<file path="src/rtl/clock_pkg.sv">
// Shared types and constants for the 24-hour BCD clock alarm logic.
package clock_pkg;

  // Alarm sequencer states.
  typedef enum logic [1:0] {
    IDLE   = 2'd0,
    RING   = 2'd1,
    SNOOZE = 2'd2
  } ring_state_t;

  // Alarm time after reset: 06:30.
  localparam logic [7:0] ALARM_HOUR_RST = 8'h06;
  localparam logic [7:0] ALARM_MIN_RST  = 8'h30;

  // BCD limits for values loaded from the switch bank.
  localparam logic [7:0] HOUR_MAX     = 8'h23;
  localparam logic [3:0] MIN_TENS_MAX = 4'd5;

  // True when v is a legal BCD hour 00..23.
  function automatic logic bcd_hour_ok(input logic [7:0] v);
    return (v[7:4] <= 4'd2) && (v[3:0] <= 4'd9) && (v <= HOUR_MAX);
  endfunction

  // True when v is a legal BCD minute 00..59.
  function automatic logic bcd_min_ok(input logic [7:0] v);
    return (v[7:4] <= MIN_TENS_MAX) && (v[3:0] <= 4'd9);
  endfunction

endpackage

</file>
<file path="src/rtl/key_debounce.sv">
// Push-button conditioner: 2-FF synchronizer, stable-level debouncer and
// a one-cycle press pulse on each accepted press (key is active-low).
module key_debounce
  import clock_pkg::*;
#(
  parameter int DEBOUNCE_CYCLES = 500000
) (
  input  logic clk,
  input  logic rst,
  input  logic key,
  output logic press
);

  localparam int CNT_W = $clog2(DEBOUNCE_CYCLES + 1);
  localparam logic [CNT_W-1:0] CNT_LAST = CNT_W'(DEBOUNCE_CYCLES - 1);

  logic             sync1_reg;
  logic             sync2_reg;
  logic             key_state_reg;  // accepted level, 1 = released
  logic [CNT_W-1:0] stable_cnt_reg;
  logic             press_reg;

  // Bring the raw key into the clock domain; idle level is released (high).
  always_ff @(posedge clk or posedge rst) begin
    if (rst) begin
      sync1_reg <= 1'b1;
      sync2_reg <= 1'b1;
    end else begin
      sync1_reg <= key;
      sync2_reg <= sync1_reg;
    end
  end

  // Accept a new level only after it differs from the accepted one for
  // DEBOUNCE_CYCLES consecutive cycles; pulse once on an accepted press.
  always_ff @(posedge clk or posedge rst) begin
    if (rst) begin
      key_state_reg  <= 1'b1;
      stable_cnt_reg <= '0;
      press_reg      <= 1'b0;
    end else begin
      press_reg <= 1'b0;
      if (sync2_reg != key_state_reg) begin
        if (stable_cnt_reg == CNT_LAST) begin
          key_state_reg  <= sync2_reg;
          stable_cnt_reg <= '0;
          press_reg      <= ~sync2_reg;
        end else begin
          stable_cnt_reg <= stable_cnt_reg + 1'b1;
        end
      end else begin
        stable_cnt_reg <= '0;
      end
    end
  end

  assign press = press_reg;

endmodule

</file>
<file path="src/rtl/alarm_scheduler.sv">
// Alarm controller: owns the alarm time registers, loads them from the
// switches in set mode, and sequences the buzzer through ring/snooze/timeout.
module alarm_scheduler
  import clock_pkg::*;
#(
  parameter int DEBOUNCE_CYCLES = 500000,
  parameter int TONE_DIV        = 25000,
  parameter int SNOOZE_MIN      = 5,
  parameter int RING_TIMEOUT_S  = 60
) (
  input  logic       CLOCK_50,
  input  logic       RESET,
  input  logic       SEC_TICK,
  input  logic [3:0] HOUR_TEN,
  input  logic [3:0] HOUR_ONE,
  input  logic [3:0] MIN_TEN,
  input  logic [3:0] MIN_ONE,
  input  logic [3:0] SEC_TEN,
  input  logic [3:0] SEC_ONE,
  input  logic       KEY0,
  input  logic       KEY1,
  input  logic       SET_ALARM,
  input  logic       ALARM_EN,
  input  logic [7:0] SET_IN,
  output logic [7:0] A_HOUR,
  output logic [7:0] A_MIN,
  output logic       BUZZER,
  output logic       RINGING,
  output logic       SNOOZED
);

  localparam int SNOOZE_S = SNOOZE_MIN * 60;
  localparam int RING_W   = $clog2(RING_TIMEOUT_S + 1);
  localparam int SNZ_W    = $clog2(SNOOZE_S + 1);
  localparam int TONE_W   = $clog2(TONE_DIV + 1);

  localparam logic [RING_W-1:0] RING_LOAD   = RING_W'(RING_TIMEOUT_S);
  localparam logic [SNZ_W-1:0]  SNOOZE_LOAD = SNZ_W'(SNOOZE_S);
  localparam logic [TONE_W-1:0] TONE_LAST   = TONE_W'(TONE_DIV - 1);

  // Index 0 = KEY0 (snooze / load minute), index 1 = KEY1 (stop / load hour).
  logic [1:0] key_raw;
  logic [1:0] key_press;

  assign key_raw = {KEY1, KEY0};

  generate
    for (genvar gi = 0; gi < 2; gi++) begin : g_key
      key_debounce #(
        .DEBOUNCE_CYCLES(DEBOUNCE_CYCLES)
      ) u_key_debounce (
        .clk  (CLOCK_50),
        .rst  (RESET),
        .key  (key_raw[gi]),
        .press(key_press[gi])
      );
    end
  endgenerate

  logic snooze_press;
  logic stop_press;
  assign snooze_press = key_press[0];
  assign stop_press   = key_press[1];

  logic [7:0] a_hour_reg;
  logic [7:0] a_min_reg;

  // Load alarm time from the switches in set mode; illegal BCD is ignored.
  always_ff @(posedge CLOCK_50 or posedge RESET) begin
    if (RESET) begin
      a_hour_reg <= ALARM_HOUR_RST;
      a_min_reg  <= ALARM_MIN_RST;
    end else if (SET_ALARM) begin
      if (stop_press && bcd_hour_ok(SET_IN)) begin
        a_hour_reg <= SET_IN;
      end
      if (snooze_press && bcd_min_ok(SET_IN)) begin
        a_min_reg <= SET_IN;
      end
    end
  end

  logic time_match;
  assign time_match = SEC_TICK && ALARM_EN && !SET_ALARM &&
                      ({HOUR_TEN, HOUR_ONE} == a_hour_reg) &&
                      ({MIN_TEN, MIN_ONE} == a_min_reg) &&
                      (SEC_TEN == 4'd0) && (SEC_ONE == 4'd0);

  ring_state_t       state_reg;
  logic [RING_W-1:0] ring_cnt_reg;
  logic [SNZ_W-1:0]  snooze_cnt_reg;
  logic [TONE_W-1:0] tone_cnt_reg;
  logic              buzzer_reg;
  logic              ringing_reg;
  logic              snoozed_reg;

  // Ring sequencer with registered outputs and the buzzer tone divider.
  always_ff @(posedge CLOCK_50 or posedge RESET) begin
    if (RESET) begin
      state_reg      <= IDLE;
      ring_cnt_reg   <= '0;
      snooze_cnt_reg <= '0;
      tone_cnt_reg   <= '0;
      buzzer_reg     <= 1'b0;
      ringing_reg    <= 1'b0;
      snoozed_reg    <= 1'b0;
    end else begin
      case (state_reg)
        IDLE: begin
          if (time_match) begin
            state_reg    <= RING;
            ring_cnt_reg <= RING_LOAD;
            tone_cnt_reg <= '0;
            buzzer_reg   <= 1'b0;
            ringing_reg  <= 1'b1;
            snoozed_reg  <= 1'b0;
          end
        end

        RING: begin
          // Stop has priority over snooze when both land in one cycle.
          if (SET_ALARM || stop_press || !ALARM_EN ||
              (SEC_TICK && ring_cnt_reg == RING_W'(1) && !snooze_press)) begin
            state_reg   <= IDLE;
            buzzer_reg  <= 1'b0;
            ringing_reg <= 1'b0;
            snoozed_reg <= 1'b0;
          end else if (snooze_press) begin
            state_reg      <= SNOOZE;
            snooze_cnt_reg <= SNOOZE_LOAD;
            buzzer_reg     <= 1'b0;
            ringing_reg    <= 1'b0;
            snoozed_reg    <= 1'b1;
          end else begin
            if (SEC_TICK) begin
              ring_cnt_reg <= ring_cnt_reg - 1'b1;
            end
            if (tone_cnt_reg == TONE_LAST) begin
              tone_cnt_reg <= '0;
              buzzer_reg   <= ~buzzer_reg;
            end else begin
              tone_cnt_reg <= tone_cnt_reg + 1'b1;
            end
          end
        end

        SNOOZE: begin
          if (SET_ALARM || stop_press || !ALARM_EN) begin
            state_reg   <= IDLE;
            buzzer_reg  <= 1'b0;
            ringing_reg <= 1'b0;
            snoozed_reg <= 1'b0;
          end else if (SEC_TICK) begin
            if (snooze_cnt_reg == SNZ_W'(1)) begin
              state_reg    <= RING;
              ring_cnt_reg <= RING_LOAD;
              tone_cnt_reg <= '0;
              buzzer_reg   <= 1'b0;
              ringing_reg  <= 1'b1;
              snoozed_reg  <= 1'b0;
            end else begin
              snooze_cnt_reg <= snooze_cnt_reg - 1'b1;
            end
          end
        end

        default: begin
          state_reg   <= IDLE;
          buzzer_reg  <= 1'b0;
          ringing_reg <= 1'b0;
          snoozed_reg <= 1'b0;
        end
      endcase
    end
  end

  assign A_HOUR  = a_hour_reg;
  assign A_MIN   = a_min_reg;
  assign BUZZER  = buzzer_reg;
  assign RINGING = ringing_reg;
  assign SNOOZED = snoozed_reg;

endmodule

</file>
<file path="config.mk">
export PLATFORM = sky130hd
export DESIGN_NAME = alarm_scheduler
export DESIGN_NICKNAME = d
export VERILOG_FILES = /design/src/rtl/clock_pkg.sv /design/src/rtl/key_debounce.sv /design/src/rtl/alarm_scheduler.sv
export SDC_FILE = /design/constraint.sdc
export NUM_CORES = 1
export LEC_CHECK = 0
export ABC_AREA = 1
export CORE_ASPECT_RATIO = 1.5
export CORE_MARGIN = 2
export CORE_UTILIZATION = 42
export DETAILED_ROUTE_END_ITERATION = 7
export HOLD_SLACK_MARGIN = 0.1
export SKIP_LAST_GASP = 1
export SYNTH_ARGS = -nofsm -noshare
export SYNTH_HDL_FRONTEND = slang
export SYNTH_HIERARCHICAL = 1
export SYNTH_SLANG_ARGS = --single-unit
</file>
<file path="constraint.sdc">
create_clock -name CLOCK_50 -period 1.9 [get_ports CLOCK_50]
set_input_delay 0.38 -clock CLOCK_50 [delete_from_list [all_inputs] [get_ports CLOCK_50]]
set_output_delay 0.38 -clock CLOCK_50 [all_outputs]
set_load 0.01 [all_outputs]
</file>
=== Word level (Yosys, flattened, before mapping) ===
Index checks and enable logic that the tools add are counted.

* Input bits: 39
* Word-level logic and storage cells: 143
* Bits in registers: 97

* $add $sub $neg: 5
* Mux-type cells: 55
* Eq/ne operators: 24
* Bitwise operators: 3
* $lt $le $gt $ge: 4
* Reduce and logical (&&, ||, !) cells: 33

{| class="wikitable"
|+ Operators with widths
! cell !! count
|-
| $mux W15 || 7
|-
| $mux W19 || 4
|-
| $mux W9 || 5
|-
| $pmux W15 S3 || 1
|-
| $mux W6 || 7
|-
| $add A19 B1 Y19 const B || 2
|-
| $eq A19 B19 Y1 const B || 2
|-
| $mux W1 || 19
|-
| $pmux W6 S3 || 1
|-
| $pmux W9 S2 || 1
|-
| $eq A8 B8 Y1 || 2
|-
| $ne A2 B2 Y1 const B || 8
|-
| $add A15 B1 Y15 const B || 1
|-
| $eq A15 B15 Y1 const B || 1
|-
| $logic_and A1 B1 Y1 || 13
|-
| $mux W2 || 6
|-
| $eq A9 B1 Y1 const B || 1
|-
| $pmux W1 S3 || 3
|-
| $sub A9 B1 Y9 const B || 1
|-
| $le A8 B6 Y1 const B || 1
|-
| $logic_not A4 Y1 || 2
|-
| $reduce_and A2 Y1 || 4
|-
| $reduce_and A4 Y1 || 2
|-
| $reduce_and A8 Y1 || 1
|-
| 21 further kinds || 29
|}

=== Logic depth before layout (Yosys ltp) ===
Gate-level depths: netlist of the first run.

* Depth after elaboration: 8
* Mapped depth: 13
* Mapped depth without buffers: 11

=== Cells and area by module ===
Netlist of the first run, hierarchy kept.

{| class="wikitable"
|+ By module, submodules not included
! module !! area an instance (um2) !! cells an instance !! sequential area each (um2) !! instances
|-
| alarm_scheduler || 3,205.6 || 465 || 1,281.2 || 1
|-
| key_debounce (g_key[0].u_key_debounce) || 1,271.2 || 158 || 579.3 || 1
|-
| key_debounce (g_key[1].u_key_debounce) || 1,270.0 || 157 || 579.3 || 1
|}

=== Worst setup path after synthesis of the first run ===
No wires, ideal clock.

* Path type: reg2reg
* From: register ring_cnt_reg[0]
* To: register tone_cnt_reg[10]
* Stages on the path, launching flop included: 11
* Clock period less this slack: 1.623 ns
* Data arrival time: 1.502 ns
* Required time: 1.779 ns
* Setup slack: 0.277 ns
* Library setup time: 0.121 ns
* Cell sequence: dfrtp_1 -> ha_1 -> nand3_1 -> o21ai_2 -> nand2_1 -> nand2_1 -> nor2_4 -> nand2_2 -> buf_2 -> nand2_1 -> o21ai_1

* Word-level cells in the longest chain between the ends: 6

{| class="wikitable"
|+ Ends and longest elaborated chain
! element !! line !! RTL
|-
| start, declared || alarm_scheduler.sv:90 || <nowiki>logic [RING_W-1:0] ring_cnt_reg;</nowiki>
|-
| start signal, assigned || alarm_scheduler.sv:136 || <nowiki>ring_cnt_reg <= ring_cnt_reg - 1'b1;</nowiki>
|-
| $eq A6 B1 Y1 || alarm_scheduler.sv:123 || <nowiki>(SEC_TICK && ring_cnt_reg == RING_W'(1) && !snooze_press)) begin</nowiki>
|-
| $logic_and A1 B1 Y1 (2 in a row) || alarm_scheduler.sv:123 ||
|-
| $logic_or A1 B1 Y1 || alarm_scheduler.sv:122 || <nowiki>if (SET_ALARM || stop_press || !ALARM_EN ||</nowiki>
|-
| $ne A2 B2 Y1 (no source line) || n/a ||
|-
| $reduce_and A7 Y1 (no source line) || n/a ||
|-
| end signal, assigned || alarm_scheduler.sv:142 || <nowiki>tone_cnt_reg <= tone_cnt_reg + 1'b1;</nowiki>
|-
| end, declared || alarm_scheduler.sv:92 || <nowiki>logic [TONE_W-1:0] tone_cnt_reg;</nowiki>
|}

No other way between the ends.
A chain may end at the register's enable or synchronous reset.

=== Worst setup path in the final report of the first run ===
* From: register a_hour_reg[2] (netlist: A_HOUR[2])
* To: output A_HOUR[2]

{| class="wikitable"
|+ RTL lines
! element !! line !! RTL
|-
| start, declared || alarm_scheduler.sv:65 || <nowiki>logic [7:0] a_hour_reg;</nowiki>
|-
| start signal, assigned || alarm_scheduler.sv:71 || <nowiki>a_hour_reg <= ALARM_HOUR_RST;</nowiki>
|-
| start signal, assigned || alarm_scheduler.sv:75 || <nowiki>a_hour_reg <= SET_IN;</nowiki>
|-
| end, declared || alarm_scheduler.sv:25 || <nowiki>output logic [7:0] A_HOUR,</nowiki>
|}

No word-level cell between the ends.

==> reports/results.txt, run 1 <==
Max VDD drop: 0.000446 V
Seq cells post-synth: 97
Most frequent cells in the layout: nand2_1 (182), nor2_1 (118), inv_1 (99), dfrtp_1 (87), clkdlybuf4s50_1 (57)
CP arrival: 1.44 ns
NumNets Final: 917
Final Hold Fails: 0
CTS tree: done
Worst clock skew: 0.00957 ns
Initial Util: 42.9%
CP Capture Type: output port
Inst Count DP: 1018
Max Transition Viols Final: 0
Remaining Overflow, GRT: 0
Syn Nets: 826
Fmax: 550 MHz
Clock latency at the later pin of the worst-skew pair: 0.35 ns
Seq/Total Area, Yosys: 42.5%
Worst-path fanout max: 3
Initial DRT Pass Iterations: 5
Largest net degree at the start of global routing: 24
Post-synthesis area per instance: 7.37 um2
Max Root-Sink Buffers: 2
Critical-path top delay cell: dfstp_2
CP Class: reg2out
Buf+Inv Stages, Crit Path: 1
Hold Path Class: in2async
Synth cell types: 41
Gpl congestion: 0.907
Cells along the critical path: clkdlybuf4s50_1
Design Area, Final: 7240 um2
Area of the die: 14700 um2
FF/Latch Area: 2440 um2
Starting DRT DRC Count: 274
Total area of multi-input combinational cells: 2950 um2
Buffers on Ports: 57
Slowest stage delay, CP: 0.55 ns
Measured slew at the worst slew-check pin: 0.428 ns
Setup violators final: 0
Final wirelength: 14100 um
Number of buffers created by CTS: 9
Relative slew margins: 71.4%
Share of post-route cells with drive strength above 1: 17.4%
Pwr dens: 603 nW/um2
Fin cells: 1038
Syn Inst Count: 780
Io pins: 58
RSZ-0062 raised after global routing: true
CTS sink count: 97
Die Ht: 147 um
Static Leak: 3.21 nW
Initial antenna violation count: 0
Drt drc: 0
Antenna violation net count after detailed routing: 0
Commonest non-fill, non-tap cell in the layout: nand2_1
Core Rows: 52
# diodes: 0
Tcrit/Tclk final: 95.8%
Number of max-cap violations: 0
Number of global-route vias before repair: 5170
Setup tns final: 0 ns
Warnings from Yosys: 6
Placed inst area: 6720 um2
Max FFs per register: 38
Tmin final: 1.82 ns
WL/cell: 13.5 um
Layout Utilization: 54.0%
# H-tree levels: 3
DR vias/cell: 5.07
Outcome: complete, no violations
Post-synth design cell area: 5750 um2
Vias post-DR: 5266
CTS clk-pin slew, worst paths: 0.07 ns
HPWL Detailed: 10700 um
Setup crit start kind: register
Area Overhead vs Synth: 25.9%
Die Span X: 99.5 um
Crit-path leading delay family: flip-flops
Core Region: 13400 um2
Global Route Usage Sum: 19.5%
WP data required: 1.52 ns
First-pass GRT wire length: 23200 um
FILL cells: 1284
Root buffer cell: clkbuf_16
## per-stage QoR
| stage | worst slack, ns | total power [mW] | hold WS [ns] |
|---|---|---|---|
| after floorplan | 0.277 | 2.27 | 0.345 |
| after global placement | -0.276 | 2.43 | 0.346 |
| after detailed placement | -0.307 | 2.44 | 0.349 |
| after CTS | 0.0431 | 4.43 | 0.342 |
| after global routing | -0.0302 | 4.57 | 0.364 |
| final | 0.0807 | 4.36 | 0.349 |
## synth_stat cells
cell	number	share of area [%]
o21a_1	1	0.13
xor2_1	19	2.9
nand3_2	6	1.0
o21ai_2	1	0.15
nor3b_2	4	0.87
dfrtp_1	87	38
o211ai_1	1	0.13
o31ai_1	4	0.52
buf_2	4	0.35
or2_0	1	0.11
o21ai_0	20	1.7
inv_1	102	6.7
inv_2	9	0.59
nor2_4	10	2.0
dfstp_2	10	4.6
a31oi_1	1	0.11
nand2_1	198	13
nor2_1	125	8.2
nand3b_2	1	0.20
nand3_1	45	3.9
a21oi_1	15	1.3
and2_0	1	0.11
o21ai_1	20	1.7
nor2_2	16	1.7
ha_1	7	1.5
xor2_2	2	0.57
nand4_1	25	2.7
o21bai_1	1	0.13
nand2_2	11	1.2
nand2_4	1	0.20
nand3b_1	1	0.13
nor3_1	11	0.96
nor3_2	1	0.17
buf_6	2	0.39
clkbuf_1	2	0.13
clkinv_1	1	0.065
o22ai_1	2	0.22
nor4_1	1	0.11
buf_4	1	0.13
a21oi_2	1	0.15
xnor2_1	9	1.4
## worst reg2reg max path, stage by stage (launching register included)
cell and delay [ns]:
dfrtp_1 0.40, inv_2 0.08, ha_4 0.12, inv_2 0.03
nor2_2 0.08, nand4_1 0.15, nor2_2 0.17, nor2_2 0.06
nor2_4 0.18, nand2_4 0.11, clkbuf_16 0.18, nand2_2 0.05
o21ai_1 0.05
## layer usage
layer  track usage (%)  vias up  part of all wire (%)
met3              3.24       20                   4.2
met2              37.9      133                    56
li1                  -     2646                     -
met4              6.30        0                   2.2
met5                 0        -                     0
met1              20.9     2467                    38
## final timing paths
| check | startpoint | cells past startpoint | slack [ns] | endpoint |
|---|---|---|---|---|
| hold reg to reg | g_key[0].u_key_debounce/sync1_reg$_DFF_PP1_ | 0 | 0.36 | g_key[0].u_key_debounce/sync2_reg$_DFF_PP1_ |
| hold / removal | RESET | 2 | 0.35 | g_key[1].u_key_debounce/stable_cnt_reg[1]$_DFF_PP0_ |
| max in group asynchronous | RESET | 3 | 0.95 | A_MIN[5]$_DFFE_PP1P_ |
| setup / recovery | A_HOUR[2]$_DFFE_PP1P_ | 1 | 0.08 | A_HOUR[2] |
| min in group CLOCK_50 | g_key[0].u_key_debounce/sync1_reg$_DFF_PP1_ | 0 | 0.36 | g_key[0].u_key_debounce/sync2_reg$_DFF_PP1_ |
| setup reg to reg | snooze_cnt_reg[1]$_DFFE_PP0P_ | 12 | 0.12 | tone_cnt_reg[8]$_DFFE_PP0P_ |
## cells by family (layout without fill, tap and decap cells)
family | after synthesis | in the layout | synth area share, %
DFF | 97 | 97 | 42.5
adders and majority gates | 7 | 7 | 1.52
xor gates and xnor gates | 30 | 30 | 4.83
buffers and inverters | 121 | 217 | 8.32
and+or+nand+nor | 458 | 458 | 36.5
AOI/OAI and AO/OA | 67 | 67 | 6.34
## what timing repair did
action | in CTS | in global routing
setup endpoints to repair | 0 | 36
buffers inserted | 0 | 1
hold buffers | 0 | 0
gates resized for setup | 0 | 37
## power breakdown
group | internal, mW | total, mW | switching, mW
registers | 2.09 | 2.11 | 0.0186
clock network | 1.19 | 1.97 | 0.775
logic | 0.143 | 0.284 | 0.141
total | 3.43 | 4.36 | 0.935
## layout make-up
class	count	share of cell area, %
Timing Repair Buffer	89	12.4
Clock inverter	5	1.09
Inverter	112	5.81
Tap cell	162	2.80
Clock buffer	11	3.35
Sequential cell	97	33.7
Multi-Input combinational cell	562	40.8
No activity file was read; power rests on OpenSTA's default activity.
==> run 2, diff against run 1 <==
ABC_CLOCK_PERIOD_IN_PS = 1900   (was default)
==> results of run 2 <==
The final DEF is identical to that of run 1; final timing and power are the same.
